$ cat src/rtl/spi_adc_if.sv
// SPI pin bundle between an ADC-reading master and the emulated ADC responder.
interface spi_adc_if;
    logic sck;
    logic cs;
    logic mosi;
    logic miso;
    logic miso_oe;

    modport master (output sck, output cs, output mosi, input miso, input miso_oe);
    modport slave  (input sck, input cs, input mosi, output miso, output miso_oe);
endinterface

$ cat src/rtl/spi_adc_responder.sv
// SPI mode-0 slave emulating a 12-bit 2-channel ADC: start bit, SGL/ODD/MSBF config,
// null bit, sample MSB-first with optional LSB-first replay, then zeros until CS rises.
module spi_adc_responder #(
    parameter int DATA_W      = 12,
    parameter int SYNC_STAGES = 2
) (
    input  logic              clk,
    input  logic              rst_n,
    input  logic              ena_i,
    spi_adc_if.slave          spi,
    input  logic [DATA_W-1:0] ch0_data_i,
    input  logic [DATA_W-1:0] ch1_data_i,
    output logic              busy_o,
    output logic              sample_strobe_o,
    output logic              cfg_sgl_o,
    output logic              cfg_odd_o,
    output logic              frame_err_o
);
    localparam int IDX_W = $clog2(DATA_W);
    localparam logic [IDX_W-1:0] IDX_MAX  = IDX_W'(DATA_W - 1);
    localparam logic [IDX_W-1:0] IDX_ONE  = IDX_W'(1);
    localparam logic [IDX_W-1:0] IDX_ZERO = IDX_W'(0);

    typedef enum logic [2:0] {
        S_IDLE     = 3'd0,
        S_CONFIG   = 3'd1,
        S_NULL     = 3'd2,
        S_DATA_MSB = 3'd3,
        S_DATA_LSB = 3'd4,
        S_TAIL     = 3'd5
    } state_e;

    logic [SYNC_STAGES-1:0] sck_sync_q, cs_sync_q, mosi_sync_q, fill_q;
    logic                   sck_prev_q, armed_q;
    logic                   sck_s, cs_s, mosi_s, sck_rise_s, sck_fall_s;
    logic                   abort_s, start_s, active_s;

    state_e              state_q, state_d;
    logic [1:0]          cnt_q, cnt_d, cfg_sh_q, cfg_sh_d;
    logic                msbf_q, msbf_d;
    logic [DATA_W-1:0]   shadow_q, shadow_d;
    logic [IDX_W-1:0]    idx_q, idx_d;
    logic                miso_q, miso_d, oe_q, oe_d, busy_q, busy_d;
    logic                strobe_q, strobe_d, sgl_q, sgl_d, odd_q, odd_d, ferr_q, ferr_d;

    assign sck_s      = sck_sync_q[SYNC_STAGES-1];
    assign cs_s       = cs_sync_q[SYNC_STAGES-1];
    assign mosi_s     = mosi_sync_q[SYNC_STAGES-1];
    assign sck_rise_s = sck_s & ~sck_prev_q;
    assign sck_fall_s = ~sck_s & sck_prev_q;
    assign abort_s    = cs_s | ~ena_i;
    assign start_s    = sck_rise_s & mosi_s & armed_q;
    assign active_s   = state_q inside {S_CONFIG, S_NULL, S_DATA_MSB, S_DATA_LSB};

    // Pin synchronizers; armed_q only sets once a real (post-reset) CS high has been seen.
    always_ff @(posedge clk) begin
        if (!rst_n) begin
            sck_sync_q  <= {SYNC_STAGES{1'b0}};
            cs_sync_q   <= {SYNC_STAGES{1'b1}};
            mosi_sync_q <= {SYNC_STAGES{1'b0}};
            fill_q      <= {SYNC_STAGES{1'b0}};
            sck_prev_q  <= 1'b0;
            armed_q     <= 1'b0;
        end else begin
            sck_sync_q  <= {sck_sync_q[SYNC_STAGES-2:0], spi.sck};
            cs_sync_q   <= {cs_sync_q[SYNC_STAGES-2:0], spi.cs};
            mosi_sync_q <= {mosi_sync_q[SYNC_STAGES-2:0], spi.mosi};
            fill_q      <= {fill_q[SYNC_STAGES-2:0], 1'b1};
            sck_prev_q  <= sck_s;
            armed_q     <= armed_q | (cs_s & fill_q[SYNC_STAGES-1]);
        end
    end

    // State and registered outputs.
    always_ff @(posedge clk) begin
        if (!rst_n) begin
            state_q  <= S_IDLE;
            cnt_q    <= 2'd0;
            cfg_sh_q <= 2'd0;
            msbf_q   <= 1'b0;
            shadow_q <= {DATA_W{1'b0}};
            idx_q    <= IDX_ZERO;
            miso_q   <= 1'b0;
            oe_q     <= 1'b0;
            busy_q   <= 1'b0;
            strobe_q <= 1'b0;
            sgl_q    <= 1'b0;
            odd_q    <= 1'b0;
            ferr_q   <= 1'b0;
        end else begin
            state_q  <= state_d;
            cnt_q    <= cnt_d;
            cfg_sh_q <= cfg_sh_d;
            msbf_q   <= msbf_d;
            shadow_q <= shadow_d;
            idx_q    <= idx_d;
            miso_q   <= miso_d;
            oe_q     <= oe_d;
            busy_q   <= busy_d;
            strobe_q <= strobe_d;
            sgl_q    <= sgl_d;
            odd_q    <= odd_d;
            ferr_q   <= ferr_d;
        end
    end

    // Next-state logic; a deasserted frame (CS high or ena low) wins over any SCK edge.
    always_comb begin
        state_d = state_q;
        if (abort_s) begin
            state_d = S_IDLE;
        end else begin
            case (state_q)
                S_IDLE:     if (start_s) state_d = S_CONFIG; else state_d = S_IDLE;
                S_CONFIG:   if (sck_rise_s && cnt_q == 2'd2) state_d = S_NULL; else state_d = S_CONFIG;
                S_NULL:     if (sck_fall_s) state_d = S_DATA_MSB; else state_d = S_NULL;
                S_DATA_MSB: begin
                    if (sck_fall_s && idx_q == IDX_ZERO) begin
                        if (msbf_q) state_d = S_TAIL; else state_d = S_DATA_LSB;
                    end else begin
                        state_d = S_DATA_MSB;
                    end
                end
                S_DATA_LSB: if (sck_fall_s && idx_q == IDX_MAX) state_d = S_TAIL; else state_d = S_DATA_LSB;
                S_TAIL:     state_d = S_TAIL;
                default:    state_d = S_IDLE;
            endcase
        end
    end

    // Datapath and output next values.
    always_comb begin
        cnt_d    = cnt_q;
        cfg_sh_d = cfg_sh_q;
        msbf_d   = msbf_q;
        shadow_d = shadow_q;
        idx_d    = idx_q;
        miso_d   = miso_q;
        oe_d     = oe_q;
        busy_d   = busy_q;
        sgl_d    = sgl_q;
        odd_d    = odd_q;
        strobe_d = 1'b0;
        ferr_d   = 1'b0;
        if (abort_s) begin
            miso_d = 1'b0;
            oe_d   = 1'b0;
            busy_d = 1'b0;
            cnt_d  = 2'd0;
            ferr_d = ena_i & cs_s & active_s;
        end else begin
            case (state_q)
                S_IDLE: begin
                    if (start_s) begin
                        busy_d = 1'b1;
                        cnt_d  = 2'd0;
                    end else begin
                        busy_d = 1'b0;
                    end
                end
                S_CONFIG: begin
                    if (sck_rise_s) begin
                        cfg_sh_d = {cfg_sh_q[0], mosi_s};
                        cnt_d    = cnt_q + 2'd1;
                        // Third config bit: cfg_sh_q already holds {SGL, ODD}, MOSI is MSBF.
                        if (cnt_q == 2'd2) begin
                            sgl_d    = cfg_sh_q[1];
                            odd_d    = cfg_sh_q[0];
                            msbf_d   = mosi_s;
                            shadow_d = cfg_sh_q[0] ? ch1_data_i : ch0_data_i;
                            strobe_d = 1'b1;
                        end else begin
                            strobe_d = 1'b0;
                        end
                    end else begin
                        cnt_d = cnt_q;
                    end
                end
                S_NULL: begin
                    if (sck_fall_s) begin
                        oe_d   = 1'b1;
                        miso_d = 1'b0;
                        idx_d  = IDX_MAX;
                    end else begin
                        idx_d = idx_q;
                    end
                end
                S_DATA_MSB: begin
                    if (sck_fall_s) begin
                        miso_d = shadow_q[idx_q];
                        idx_d  = (idx_q == IDX_ZERO) ? IDX_ONE : (idx_q - IDX_ONE);
                    end else begin
                        idx_d = idx_q;
                    end
                end
                S_DATA_LSB: begin
                    if (sck_fall_s) begin
                        miso_d = shadow_q[idx_q];
                        idx_d  = (idx_q == IDX_MAX) ? idx_q : (idx_q + IDX_ONE);
                    end else begin
                        idx_d = idx_q;
                    end
                end
                S_TAIL: begin
                    if (sck_fall_s) miso_d = 1'b0; else miso_d = miso_q;
                end
                default: begin
                    miso_d = 1'b0;
                    oe_d   = 1'b0;
                    busy_d = 1'b0;
                end
            endcase
        end
    end

    assign spi.miso        = miso_q;
    assign spi.miso_oe     = oe_q;
    assign busy_o          = busy_q;
    assign sample_strobe_o = strobe_q;
    assign cfg_sgl_o       = sgl_q;
    assign cfg_odd_o       = odd_q;
    assign frame_err_o     = ferr_q;
endmodule

$ cat src/flat_wrapper.sv
// flat-port wrapper written by rule: the top's interface ports become plain ports
module spi_adc_responder_flat 
#(
    parameter int DATA_W      = 12,
    parameter int SYNC_STAGES = 2
)
  (clk, rst_n, ena_i, ch0_data_i, ch1_data_i, busy_o, sample_strobe_o, cfg_sgl_o, cfg_odd_o, frame_err_o, spi_sck, spi_cs, spi_mosi, spi_miso, spi_miso_oe);
  spi_adc_if spi_i ();
  input  logic clk;
  input  logic rst_n;
  input  logic ena_i;
  input  logic [DATA_W-1:0] ch0_data_i;
  input  logic [DATA_W-1:0] ch1_data_i;
  output logic busy_o;
  output logic sample_strobe_o;
  output logic cfg_sgl_o;
  output logic cfg_odd_o;
  output logic frame_err_o;
  input wire logic [$bits(spi_i.sck)-1:0] spi_sck;
  input wire logic [$bits(spi_i.cs)-1:0] spi_cs;
  input wire logic [$bits(spi_i.mosi)-1:0] spi_mosi;
  output wire logic [$bits(spi_i.miso)-1:0] spi_miso;
  output wire logic [$bits(spi_i.miso_oe)-1:0] spi_miso_oe;
  assign spi_i.sck = spi_sck;
  assign spi_i.cs = spi_cs;
  assign spi_i.mosi = spi_mosi;
  assign spi_miso = spi_i.miso;
  assign spi_miso_oe = spi_i.miso_oe;
  spi_adc_responder #(.DATA_W(DATA_W), .SYNC_STAGES(SYNC_STAGES)) u_core (.clk(clk), .rst_n(rst_n), .ena_i(ena_i), .spi(spi_i), .ch0_data_i(ch0_data_i), .ch1_data_i(ch1_data_i), .busy_o(busy_o), .sample_strobe_o(sample_strobe_o), .cfg_sgl_o(cfg_sgl_o), .cfg_odd_o(cfg_odd_o), .frame_err_o(frame_err_o));
endmodule
$ cat config.mk
export PLATFORM = sky130hd
export DESIGN_NAME = spi_adc_responder_flat
export DESIGN_NICKNAME = d
export VERILOG_FILES = /design/src/rtl/spi_adc_if.sv /design/src/rtl/spi_adc_responder.sv /design/src/flat_wrapper.sv
export SDC_FILE = /design/constraint.sdc
export NUM_CORES = 1
export LEC_CHECK = 0
export BUFFER_PORTS_ARGS = -buffer_cell sky130_fd_sc_hd__buf_2
export CORE_AREA = 2 2 73 75
export DETAILED_ROUTE_END_ITERATION = 12
export DIE_AREA = 0 0 75 77
export PLACE_DENSITY = 0.66
export RECOVER_POWER = 100
export SLEW_MARGIN = 20
export SYNTH_ARGS = -nofsm -noshare
export SYNTH_HDL_FRONTEND = slang
export SYNTH_SLANG_ARGS = --single-unit
$ cat constraint.sdc
create_clock -name clk -period 1.9 [get_ports clk]
set_input_delay 0 -clock clk [delete_from_list [all_inputs] [get_ports clk]]
set_output_delay 0 -clock clk [all_outputs]
set_load 0.01 [all_outputs]
==> results.txt <==
The count of nets left with antenna violations once routing finished came out at 0. After synthesis, the share of flip-flops with an asynchronous set or reset is 0%. At the later pin of the worst-skew pair, clock insertion delay measures 300 ps. The mapped cell area is roughly 0.0021 mm2. At the pin with the least slew margin, the transition time is 516.2 ps. After synthesis, the most frequently instantiated cells are dfxtp_1 (41), mux2i_1 (19), nor2_1 (16). The routed design could run at a clock period as short as 1701 ps. The share of layout cells above drive strength 1 came out at 22.47%. The end of the worst hold path is u_core.shadow_q[4]$_SDFFE_PN0P_. The area added between synthesis and finish came out at 17.78%.

For the final database, setup skew stands at about 5.6 ps. The largest voltage drop on the vdd net is 0.4626 mV. The half-perimeter wire length of the detailed placement result came out at 3.077 mm. In this run the most critical hold path is launched from ch0_data_i[4]. The worst path uses 89.53% of the clock period. Max-cap violations in this run came to 0.

The number of global-route vias before repair came out at 1649. The netlist uses 49 different library cells. The number of setup buffers added after CTS came out at 0. The number of antenna violations at the first check in global routing came out at 0. From bottom edge to top edge, the die measures about 77 um. The H-tree was split into 2 levels. dfxtp_1 takes more of the synthesized area than any other cell. Setup slack closes at 198.9 ps. For this run the aggregate overflow at the end of global routing stands at 0. For this run, the post-layout net count is 302. The count of buffers added on input and output ports is 36. In this run, CTS created clock tree buffers numbering 5.

The pre-CTS setup slack came out at 179.8 ps. The maximum fanout along the worst path came out at 6. The worst setup path is launched from a flop. The width of the chip came out at 75 um.

The clock net sink count came out at between 40 and 50. The number of top-level pins is 37. The detailed-router iteration count before antenna repair is 4.

The remaining design rule violation count is 0. The via density per instance came out at just over 5. The flow ran to the end, and the final reports show no timing, DRC or antenna violations. The total inserted antenna cells is 0. The number of enable-type register cells in the synthesized netlist is 0. The leakage power is 0.0008893 uW.

The synthesized flop and latch total came out at 41. The average cell area after synthesis came out at 9.480 um2. The final count of pins violating max slew is 0. For this run, the register share of the synthesized area comes to between 30% and 40%. The count of vias placed by the detailed router is between 1500 and 2000. For this run, the leading register cell type out of synthesis is dfxtp_1. The combined global-route utilization of all metal layers came out at between 10% and 20%. The critical path is of the reg2reg type.

TritonCTS built the clock tree. The kind of path behind the tightest hold check is in2reg. The final standard cell count with taps included and fillers excluded is 337.

The number of buffers on the longest clock path is 2. At the worst endpoint, the required time is between 2000 and 2500 ps. The final count of negative-setup-slack endpoints came out at 0. Dividing total power by cell area gives a power density of 625.7 mW/mm2. For this configuration, the core starts out at a cell density of 42.28%. The clock transition at the register clock pins on the worst setup and hold paths after CTS came out at 80 ps. Dividing the detail-routed wire length by the instance count gives 12.99 um. The worst hold path passes through 3 cells.

The path depth of the worst reg2reg path came out at 6. The area share of the largest cell type after synthesis came out at roughly 40%. The routability congestion estimate is 0.9027. The total power after layout came out at 1551 uW. In the post-synthesis netlist, the cell with the most instances is dfxtp_1. The first global-routing pass estimated ~7.5 mm of wire. Hold is met by between 30 and 40 ps. The arrival time of data at the critical path endpoint is 1900 ps. Entering global routing, the biggest net connects 28 pins. Setup repair after global routing left no endpoint under its margin. The cell count after synthesis is about 220. For flop-to-flop paths, the worst setup slack is between 150 and 200 ps. The startpoint of the worst register-to-register path is u_core.idx_q[0]$_SDFFE_PN0P_. The placeable core region came out at 0.004977 mm2.

In the final timing run, aggregate negative setup slack is 0 ps. The root buffer cell is clkbuf_8. The worst setup path is captured at a flop. After detailed placement, the design holds a cell count of approximately 320. The net count after synthesis came out at 258. The worst max-slew margin expressed relative to the limit is 65.59%. The endpoint identified for the worst register-to-register timing path is u_core.idx_q[3]$_SDFFE_PN0P_. The floorplan step defined a die boundary enclosing around 0.0058 mm2.

The total wire length came out at 4.376 mm. The fmax is roughly 600 MHz. The count of standard-cell rows came out at 26.

The count of final hold-check violations is 0. For this run, the number of Yosys warnings is 0. The number of violations reported at the end of detailed-routing iteration 0 is between 70 and 80. By area the synthesized netlist is led by dfxtp_1 (39%), mux2i_1 (9.0%), a211oi_2 (4.8%).
==> worst max-delay path by stage <==
stage | cells past startpoint | to | slack [ps] | from
final | 6 | u_core.idx_q[3]$_SDFFE_PN0P_ | 200 | u_core.idx_q[0]$_SDFFE_PN0P_
after floorplan | 7 | u_core.idx_q[3]$_SDFFE_PN0P_ | 240 | u_core.idx_q[0]$_SDFFE_PN0P_
after detailed placement | 6 | u_core.idx_q[3]$_SDFFE_PN0P_ | 180 | u_core.idx_q[0]$_SDFFE_PN0P_
after global placement | 6 | u_core.idx_q[3]$_SDFFE_PN0P_ | 220 | u_core.idx_q[0]$_SDFFE_PN0P_
after global routing | 6 | u_core.idx_q[3]$_SDFFE_PN0P_ | 60 | u_core.idx_q[0]$_SDFFE_PN0P_
after CTS | 6 | u_core.idx_q[3]$_SDFFE_PN0P_ | 150 | u_core.idx_q[0]$_SDFFE_PN0P_
==> through the flow <==
| step | util, % | instance area, um2 |
|---|---|---|
| 2_1_floorplan | - | 2105 |
| 4_1_cts | 50.80 | 2529 |
| 3_5_place_dp | 47.66 | 2372 |
| 5_1_grt | 49.80 | 2479 |
| 3_3_place_gp | 47.66 | 2372 |
| 6_report | 49.80 | 2479 |
==> cells in the final DEF (no fill, tap or decap), types with 3 or more instances in the layout <==
cell	n
dfxtp_1	41
buf_2	28
mux2i_1	19
nor2_1	16
a211oi_1	14
inv_1	11
a21oi_1	11
clkbuf_1	9
nand2_1	8
nor2_2	8
buf_4	8
o21ai_0	6
ha_1	6
clkbuf_8	6
dlygate4sd3_1	6
nor2b_1	5
a31oi_1	5
nor3_1	5
nand3_1	4
nand2b_1	4
and2_0	3
o21a_1	3
and2_1	3
==> metal layers <==
layer  global-route usage [%]  vias up  part of all wire [%]
li1                         -      893                     -
met1                    21.38      808                    46
met5                        0        -                     0
met4                    5.893        0                   1.3
met2                    26.32       35                    49
met3                    5.125        4                   3.4
==> cell type report <==
| type | instances | area, um2 |
|---|---|---|
| clock buffers | 6 | 82.58 |
| clock inverters | 2 | 13.76 |
| fillers | 481 | 2499 |
| inverters | 11 | 41.29 |
| multi-input cells | 154 | 1114 |
| flip-flops and latches | 41 | 820.8 |
| well taps | 70 | 87.58 |
| repair buffers | 53 | 319.1 |
==> flip-flops by register name, indices dropped and copies added (netlist names) <==
signal and flops:
u_core.armed_q 1, u_core.busy_o 1, u_core.cfg_odd_o 1, u_core.cfg_sgl_o 1, u_core.cfg_sh_q 2, u_core.cnt_q 2
u_core.cs_sync_q 2, u_core.fill_q 2, u_core.frame_err_o 1, u_core.idx_q 4, u_core.mosi_sync_q 2, u_core.msbf_q 1
u_core.sample_strobe_o 1, u_core.sck_prev_q 1, u_core.sck_sync_q 2, u_core.shadow_q 12, u_core.spi.miso 1, u_core.spi.miso_oe 1
u_core.state_q 3
==> timing repair <==
| item | 4_1_cts | 5_1_grt |
|---|---|---|
| endpoints found under the hold margin | 6 | 0 |
| setup endpoints to repair | 0 | 1 |
| gates resized for setup | 0 | 1 |
| hold buffers | 6 | 0 |
==> where the power goes <==
| part | switching, uW | internal (uW) |
|---|---|---|
| registers | 6.89 | 869 |
| logic | 31.8 | 41.8 |
| clock network | 308 | 294 |
| total | 346 | 1200 |
==> cell families (layout without fill, tap and decap cells) <==
family | after synthesis | count (layout) | share of synthesized area (%)
AND/OR/NAND/NOR | 70 | 70 | 18.79
AO/OA/AOI/OAI | 56 | 56 | 20.57
flip-flops | 41 | 41 | 39.00
buffers and inverters | 27 | 72 | 6.480
multiplexers | 21 | 21 | 11.18
adder cells (fa/ha/maj) | 6 | 6 | 3.567
XOR/XNOR | 1 | 1 | 0.4162
==> worst max-delay path, cell delays in order (launching register included) <==
cell and delay (ps):
dfxtp_1 380, inv_1 120, ha_1 220, nor3b_4 320, a211oi_1 80, a211o_1 280
o221a_1 200
No activity file was read; power rests on OpenSTA's default activity.
